[src/rtl/pb_debouncer_array.sv]
// Multi-channel push-button debouncer: per-channel synchroniser, stability counter,
// debounced level and one-cycle press / release / long-press strobes.
module pb_debouncer_array #(
  parameter int N_CH       = 4,
  parameter int CNT_W      = 16,
  parameter int HOLD_W     = 20,
  parameter int ACTIVE_LOW = 0
) (
  input  logic            clk,
  input  logic            rst,
  input  logic [N_CH-1:0] PB,
  output logic [N_CH-1:0] PB_state,
  output logic [N_CH-1:0] PB_down,
  output logic [N_CH-1:0] PB_up,
  output logic [N_CH-1:0] PB_long
);

  localparam logic POL = (ACTIVE_LOW != 0);

  generate
    for (genvar gi = 0; gi < N_CH; gi++) begin : g_ch
      logic              r_s1;
      logic              r_s2;
      logic              r_state;
      logic              r_down;
      logic              r_up;
      logic              r_long;
      logic              r_fired;
      logic [CNT_W-1:0]  r_cnt;
      logic [HOLD_W-1:0] r_hcnt;
      logic              w_p;
      logic              w_diff;
      logic              w_cnt_full;
      logic              w_hcnt_full;

      assign w_p         = PB[gi] ^ POL;
      assign w_diff      = (r_s2 != r_state);
      assign w_cnt_full  = &r_cnt;
      assign w_hcnt_full = &r_hcnt;

      always_ff @(posedge clk) begin
        if (rst) begin
          r_s1    <= 1'b0;
          r_s2    <= 1'b0;
          r_state <= 1'b0;
          r_cnt   <= '0;
          r_hcnt  <= '0;
          r_fired <= 1'b0;
          r_down  <= 1'b0;
          r_up    <= 1'b0;
          r_long  <= 1'b0;
        end else begin
          r_s1   <= w_p;
          r_s2   <= r_s1;
          r_down <= 1'b0;
          r_up   <= 1'b0;
          r_long <= 1'b0;

          // Any return to the accepted level restarts the count from zero.
          if (!w_diff) begin
            r_cnt <= '0;
          end else if (!w_cnt_full) begin
            r_cnt <= r_cnt + CNT_W'(1);
          end else begin
            r_state <= r_s2;
            r_cnt   <= '0;
            r_down  <= r_s2;
            r_up    <= ~r_s2;
          end

          // Released state (including the accepting edge) keeps the hold timer cleared.
          if (!r_state) begin
            r_hcnt  <= '0;
            r_fired <= 1'b0;
          end else if (!r_fired) begin
            if (w_hcnt_full) begin
              r_long  <= 1'b1;
              r_fired <= 1'b1;
            end else begin
              r_hcnt <= r_hcnt + HOLD_W'(1);
            end
          end
        end
      end

      assign PB_state[gi] = r_state;
      assign PB_down[gi]  = r_down;
      assign PB_up[gi]    = r_up;
      assign PB_long[gi]  = r_long;
    end
  endgenerate

endmodule

[config.mk]
export PLATFORM = sky130hd
export DESIGN_NAME = pb_debouncer_array
export DESIGN_NICKNAME = d
export VERILOG_FILES = /design/src/rtl/pb_debouncer_array.sv
export SDC_FILE = /design/constraint.sdc
export NUM_CORES = 1
export LEC_CHECK = 0
export ABC_AREA = 1
export BUFFER_PORTS_ARGS = -buffer_cell sky130_fd_sc_hd__buf_2
export CORE_UTILIZATION = 40
export DETAILED_ROUTE_END_ITERATION = 10
export SYNTH_ARGS = -nofsm -noshare
export SYNTH_HDL_FRONTEND = slang
export SYNTH_SLANG_ARGS = --single-unit
[constraint.sdc]
create_clock -name clk -period 2.2 [get_ports clk]
set_input_delay 0.22 -clock clk [delete_from_list [all_inputs] [get_ports clk]]
set_output_delay 0.22 -clock clk [all_outputs]
set_load 0.01 [all_outputs]
# Word-level counts from Yosys, hierarchy flattened
# Cells that the tools add are included.
[word_totals] register_bits=172 input_bits=6
[classes] n_addsub=8 eq_ne=4 n_mux=8 n_bitwise=24 reduce_logical=32
[ops] cell="adder 20 x 1 -> 20 bit (second input constant)" n=4
[ops] cell="AND reduction 20 bit" n=4
[ops] cell="AND reduction 17 bit" n=4
[ops] cell="adder 16 x 1 -> 16 bit (second input constant)" n=4
[ops] cell="AND reduction 16 bit" n=4
[ops] cell="OR reduction 3 bit" n=12
[ops] cell="inverter 1 bit" n=24
[ops] cell="2-to-1 mux 1 bit" n=8
[ops] cell="AND reduction 2 bit" n=4
[ops] cell="OR reduction 2 bit" n=4
[ops] cell="!= test 1 bit" n=4

# Longest topological paths before layout
# Gate-level depths: netlist of the first run.
[logic_depth] ltp_word=3 mapped_depth=10 depth_no_buf=10

# Worst setup path before layout of the first run
# OpenSTA, ideal clock, no wires.
[synth_timing] path_type="reg-to-reg" start="reg g_ch[1].r_hcnt[0]" end="reg g_ch[1].r_hcnt[13]" setup_time_ns=0.115 arrival_ns=1.453 required_time_ns=2.085 setup_slack_ns=0.632 path_stages_with_launch=10 period_less_slack_ns=1.568 path_cell_list="dfxtp_1 -> ha_1 -> inv_1 -> nor2_1 -> nand2_1 -> nor2_1 -> nand3_2 -> buf_6 -> a21oi_1 -> nor2_1"
[synth_via] elab_chain_cells=3 word_cells_on_any_way=4 classes_between="add/sub: 1; bitwise: 1; reduce/logical: 2"
[synth_lines] element="start, declared" line="30" text="logic [HOLD_W-1:0] r_hcnt;"
[synth_lines] element="start signal, assigned" line="80" text="r_hcnt <= r_hcnt + HOLD_W'(1);"
[synth_lines] element="parallel branches: the longest is 3 deep, another holds adder 20 x 1 -> 20 bit"
# Parallel ways; which one is timed is not known.
# A chain may end at the register's enable or synchronous reset.

# Final worst setup path of the first run
[layout_timing] start="reg g_ch[1].r_cnt[0]" end="reg g_ch[1].r_cnt[11]"
[layout_via] elab_chain_cells=2 word_cells_on_any_way=3 classes_between="add/sub: 1; reduce/logical: 2"
[layout_lines] element="start, declared" line="29" text="logic [CNT_W-1:0] r_cnt;"
[layout_lines] element="start signal, assigned" line="63" text="r_cnt <= r_cnt + CNT_W'(1);"
[layout_lines] element="parallel branches: the longest is 2 deep, another holds adder 16 x 1 -> 16 bit"
# Parallel ways; which one is timed is not known.

==> reports/metrics.csv, run 1 <==
metric,value,unit
status,completed,
I/O pin count,22,
synthesized instance count,1275,
Synth Area per Inst,6.69,µm²
Crit. End Element,flop,
Worst-Margin Slew,0.537,ns
input/output buffers,21,
Core Area,21000,µm²
# diodes,0,
setup_tns,0,ns
GRT met1 Usage,0.219,
Initial Util,0.407,
critical path class,reg2reg,
post-CTS sizing,0,
Rel. slew slack,0.642,
Post-DRT Antenna Nets,0,
final setup violation count,0,
Hold Path Class,in2reg,
share of cells above drive strength 1,0.0689,
first-pass GRT wire length,29.6,mm
layout net count,1307,
antenna violations before repair,0,
GR peak layer,met2,
global-route usage over all layers,0.165,
yosys warns,0,
Placer Congestion,0.807,
clk slew on worst S/H paths,0.07,ns
area delta synth->final,11.0,%
CTS Buf Count,17,
fillcell total,2194,
Synth area leaders,"dfxtp_1 (40%), nand2_1 (14%), nor2_1 (12%)",
Final Hold Viols,0,
synth unique cells,35,
CTS tree,yes,
drt total wl,16.7,mm
row count,53,
Max Clock Skew,0.00943,ns
DRC Markers,0,
number of synthesized register bits,172,
DR vias/cell,4.63,
unrepaired setup endpoints after global routing,false,
worst hold slack,0.0162,ns
Die Span Y,148,µm
number of synthesized flops with an enable pin,0,
post-route minimum period,1.81,ns
max-slew violations,0,
hpwl dp,12.1,mm
R2R setup slack,0.39,ns
Iter 0 DRT Violations,271,
worst-skew pair later-pin latency,0.43,ns
WL/cell,10.6,µm
reg-to-reg startpoint,g_ch[1].r_cnt[0],
crit path launch type,flop,
critical path data arrival time,2.14,ns
# hold bufs at CTS,3,
vias in the first global route,6671,
power per cell area,673,nW/µm²
ys async rst share,0,
Root Driver,clkbuf_16,
total grt overflow,0,
post-layout util,0.452,
Post-Syn Area,8530,µm²
Max Cap Violations,0,
HP Start,PB[3],
CTS max path bufs,2,
CP required,2.53,ns
R2R depth,10,
VDD IR max,0.478,mV
top-count cell post-synth,nand2_1,
vias,7315,
Post-synth top flop,dfxtp_1,
drt first pass iters,5,
GRT met2 Usage,0.265,
die area,21900,µm²
CTS sink count,172,
Critical R2R Capture,g_ch[1].r_cnt[11],
largest net degree at the start of global routing,19,
H-tree depth,4,
crit share post-route,0.823,
leading cell types by count after synthesis,"nand2_1 (324), nor2_1 (262), dfxtp_1 (172)",
Worst Setup SP,g_ch[1].r_cnt[0],
post-synth top area cell,dfxtp_1,
postcts setup bufs,0,
Synth Net Count,1289,
Fmax achieved,552,MHz
met3 usage,0.0386,
Worst setup endpoint,g_ch[1].r_cnt[11],
CP Max Fanout,14,
"Seq/Total Area, Yosys",0.404,
die width,148,µm
P_leak,0.00349,µW
Synth top area share,0.404,
-- cell families (layout without fill, tap and decap cells) --
kind of cell | after synthesis | after routing | share of synthesized area
and+or+nand+nor | 781 | 781 | 0.392
adders and majority gates | 8 | 8 | 0.0117
DFF | 172 | 172 | 0.404
buffers and inverters | 173 | 204 | 0.0879
xor gates and xnor gates | 44 | 44 | 0.0452
AOI/OAI and AO/OA | 97 | 97 | 0.0591
-- through the flow --
stage,setup slack (ns),instances,power (µW),cell area [µm²]
global placement,0.460,1546,3240,8810
finish,0.389,1581,6370,9470
floorplan,0.632,1275,3230,8530
CTS,0.372,1581,6470,9470
global route,0.141,1581,6600,9470
detailed placement,0.386,1546,3240,8810
-- per-layer routing --
metal | wire [µm] | vias up
met5 | 0 | -
met4 | 106 | 0
met3 | 491 | 11
met2 | 7350 | 61
met1 | 8800 | 3192
li1 | - | 4051
-- placed cells by master, fill, tap and decap left out, types with 4 or more instances in the layout --
cell,synthesis,final
a21oi_1,70,70
clkbuf_16,0,17
inv_8,0,5
nand4_1,30,30
or2_2,5,5
o21ai_0,19,19
nand3_1,86,86
nand2_1,324,324
xnor2_1,14,14
buf_2,5,21
inv_6,0,4
ha_1,8,8
nor2_2,6,6
nand3b_1,14,14
xor2_1,30,30
inv_1,139,139
nor2_1,262,262
nor2_4,4,4
buf_4,19,7
nand2_2,6,6
nand2_4,4,4
nor3_1,30,30
dfxtp_1,172,172
-- final cells by class --
cell class | count | area, µm² | share of cell area
Clock inverter | 15 | 201 | 0.0213
Tap cell | 275 | 344 | 0.0363
Clock buffer | 17 | 425 | 0.0449
Timing Repair Buffer | 31 | 188 | 0.0198
Inverter | 141 | 529 | 0.0559
Multi-Input combinational cell | 930 | 4340 | 0.458
Sequential cell | 172 | 3440 | 0.364
-- worst min path at each step --
stage	end	slack, ns	cells after the start
2_1_floorplan	g_ch[0].r_s1	0.33	2
3_3_place_gp	g_ch[0].r_s2	0.39	2
6_report	g_ch[3].r_s1	0.02	3
5_1_grt	g_ch[3].r_s1	0.01	3
4_1_cts	g_ch[3].r_s1	0.003	3
3_5_place_dp	g_ch[1].r_s2	0.40	2
-- power breakdown --
group	internal (µW)	switching [µW]	total, µW
clock	1840	1360	3200
combinational	16.0	25.7	41.7
sequential	3120	5.61	3130
total	4970	1400	6370
-- critical path: stages, from the launching register on --
cell and delay (ns):
dfxtp_1 0.35, ha_1 0.18, nand2_1 0.06, inv_1 0.08
nand2_1 0.12, nor2_2 0.21, nand3b_1 0.19, nand2_2 0.28
inv_1 0.11, o21ai_0 0.09, inv_1 0.05
-- state kept, by name (all words and copies together) (netlist names) --
name	count
g_ch.r_long	4
g_ch.r_up	4
g_ch.r_fired	4
g_ch.r_state	4
g_ch.r_hcnt	80
g_ch.r_s2	4
g_ch.r_cnt	64
g_ch.r_down	4
g_ch.r_s1	4
(Power assumes the default switching activity.)
==> inputs of run 2 (changes only) <==
==> constraint.sdc (replaced) <==
create_clock -name clk -period 1.69 [get_ports clk]
set_input_delay 0.169 -clock clk [delete_from_list [all_inputs] [get_ports clk]]
set_output_delay 0.169 -clock clk [all_outputs]
set_load 0.01 [all_outputs]
==> run 2 against run 1 <==
Net effect: setup slack got worse by 0.31 ns; largest cell class unchanged; sequential share of layout area fell by 1.8 points; critical endpoint is now g_ch[3].r_hcnt[14]; first-iteration DRC count up 23%; register-to-register slack worse by 0.31 ns.
==> reports/metrics.csv, run 2 (synthesis gave the netlist of run 1 again) <==
metric,value,unit,change
Max Clock Skew,0.00789,ns,-0.00154 ns
power per cell area,781,nW/µm²,+16%
Finished Layout Cells,1627,,+2.9%
die area,21900,µm²,unchanged
drt first pass iters,6,,+1
Critical R2R Capture,g_ch[3].r_hcnt[14],,
unrepaired setup endpoints after global routing,true,,
input/output buffers,21,,unchanged
Final WS setup,0.0811,ns,-0.308 ns
VDD IR max,0.615,mV,+29%
WL/cell,10.8,µm,+1.8%
DR vias/cell,4.73,,+2.2%
first-pass GRT wire length,31.0,mm,+4.9%
hpwl dp,12.5,mm,+3.4%
die width,148,µm,unchanged
Initial Util,0.407,,unchanged
Die Span Y,148,µm,unchanged
CTS tree,yes,,
clk slew on worst S/H paths,0.07,ns,about the same
share of cells above drive strength 1,0.125,,+0.0561
R2R setup slack,0.08,ns,-0.31 ns
Inst Count DP,1579,,+2.1%
worst hold slack,0.0486,ns,+0.0325 ns
H-tree depth,4,,unchanged
dpl ws,0.0511,ns,-0.335 ns
CTS max path bufs,2,,unchanged
worst-skew pair later-pin latency,0.43,ns,about the same
largest net degree at the start of global routing,19,,unchanged
CP required,2.02,ns,-0.51 ns
Hold Path Class,in2reg,,
Core Area,21000,µm²,unchanged
Worst Setup SP,g_ch[3].r_hcnt[0],,
total grt overflow,0,,unchanged
vias in the first global route,7096,,+6.4%
Crit. End Element,flop,,
Root Driver,clkbuf_16,,
Placer Congestion,0.824,,+2.0%
CTS Buf Count,17,,unchanged
vias,7692,,+5.2%
global-route usage over all layers,0.171,,+0.00636
"Largest stage delay, worst path",0.35,ns,about the same
CP Max Fanout,5,,-9
largest register by flop count,g_ch.r_hcnt,,
area delta synth->final,17.0,%,
# diodes,0,,unchanged
Largest register FFs,80,,unchanged
crit path launch type,flop,,
Rel. slew slack,0.652,,+0.0101
Largest regs,"g_ch.r_hcnt x80, g_ch.r_cnt x64",,
total power,7800,µW,+22%
I/O pin count,22,,unchanged
CTS sink count,172,,unchanged
final setup violation count,0,,unchanged
HP Start,rst,,
drt total wl,17.5,mm,+4.8%
worst-path cell chain,ha_2 -> inv_1 -> nor2_2 -> nand2_2 -> nor2_4 -> buf_4 -> nand3_1 -> inv_1 -> nand2_1 -> nand2_1 -> nor2_1,,
Worst-Margin Slew,0.522,ns,-0.0157 ns
crit share post-route,0.952,,+0.129
antenna violations before repair,0,,unchanged
post-route minimum period,1.61,ns,-0.202 ns
critical path class,reg2reg,,
P_leak,0.00370,µW,+5.9%
Max Cap Violations,0,,unchanged
Iter 0 DRT Violations,334,,+23%
Worst setup endpoint,g_ch[3].r_hcnt[14],,
status,completed,,
critical path data arrival time,1.94,ns,-0.20 ns
R2R depth,11,,+1
max-slew violations,0,,unchanged
"most common cell after layout, fill and taps aside",nand2_1,,
"commonest cells after routing, fill and taps aside","nand2_1 (318), nor2_1 (245), dfxtp_1 (164)",,
layout net count,1353,,+3.5%
setup_tns,0,ns,unchanged
DRC Markers,0,,unchanged
Post-DRT Antenna Nets,0,,unchanged
reg-to-reg startpoint,g_ch[3].r_hcnt[0],,
row count,53,,unchanged
Final Hold Viols,0,,unchanged
CP max stage cell,dfxtp_2,,
Fmax achieved,622,MHz,+13%
-- run 2: power by group --
group	internal (µW)	leakage, µW	switching [µW]
Combinational	34.7	0.00205	38.2
Sequential	4060	0.00139	7.34
Clock	1980	0.000256	1670
Total	6080	0.00370	1720
-- run 2: layout make-up --
class	count	area, µm²
sequential	172	3450
timing repair buffer	74	584
fill	2191	11000
multi-input combinational	933	4530
clock inverter	10	81.3
inverter	141	529
tap	275	344
clock buffer	22	464
-- run 2: layer usage --
layer  global-route usage  part of all wire  vias up
met5                    0                 0        -
met4               0.0474            0.0097        0
met3               0.0469             0.028       10
met2                0.284              0.46       78
met1                0.217              0.50     3445
li1                     -                 -     4159
-- run 2: how the worst min path moves through the flow --
stage,cells past startpoint,to,slack (ns)
2_1_floorplan,2,g_ch[0].r_s1,0.28
3_3_place_gp,3,g_ch[0].r_s1,0.37
3_5_place_dp,3,g_ch[0].r_s1,0.38
4_1_cts,2,g_ch[0].r_s1,0.03
5_1_grt,2,g_ch[0].r_s2,0.04
6_report,2,g_ch[0].r_s1,0.05
-- run 2: metrics by stage --
stage | util | area (µm²)
5_1_grt | 0.476 | 9980
3_3_place_gp | 0.435 | 9110
3_5_place_dp | 0.435 | 9110
4_1_cts | 0.463 | 9690
2_1_floorplan | - | 8530
6_report | 0.476 | 9980
-- run 2: worst max-delay path, delay by kind of cell, from the launching register on --
kind / cells / cell delay (ns)
buffers and inverters: 3 / 0.30
flip-flops: 1 / 0.35
adder cells (fa/ha/maj): 1 / 0.19
AND/OR/NAND/NOR: 7 / 0.66
-- run 2: timing repair --
action                                  in CTS  in global routing
resized for setup                            0                 50
buffers inserted                             0                  8
hold buffers                                 4                  0
hold endpoints to repair                     4                  0
endpoints found under the setup margin       0                112
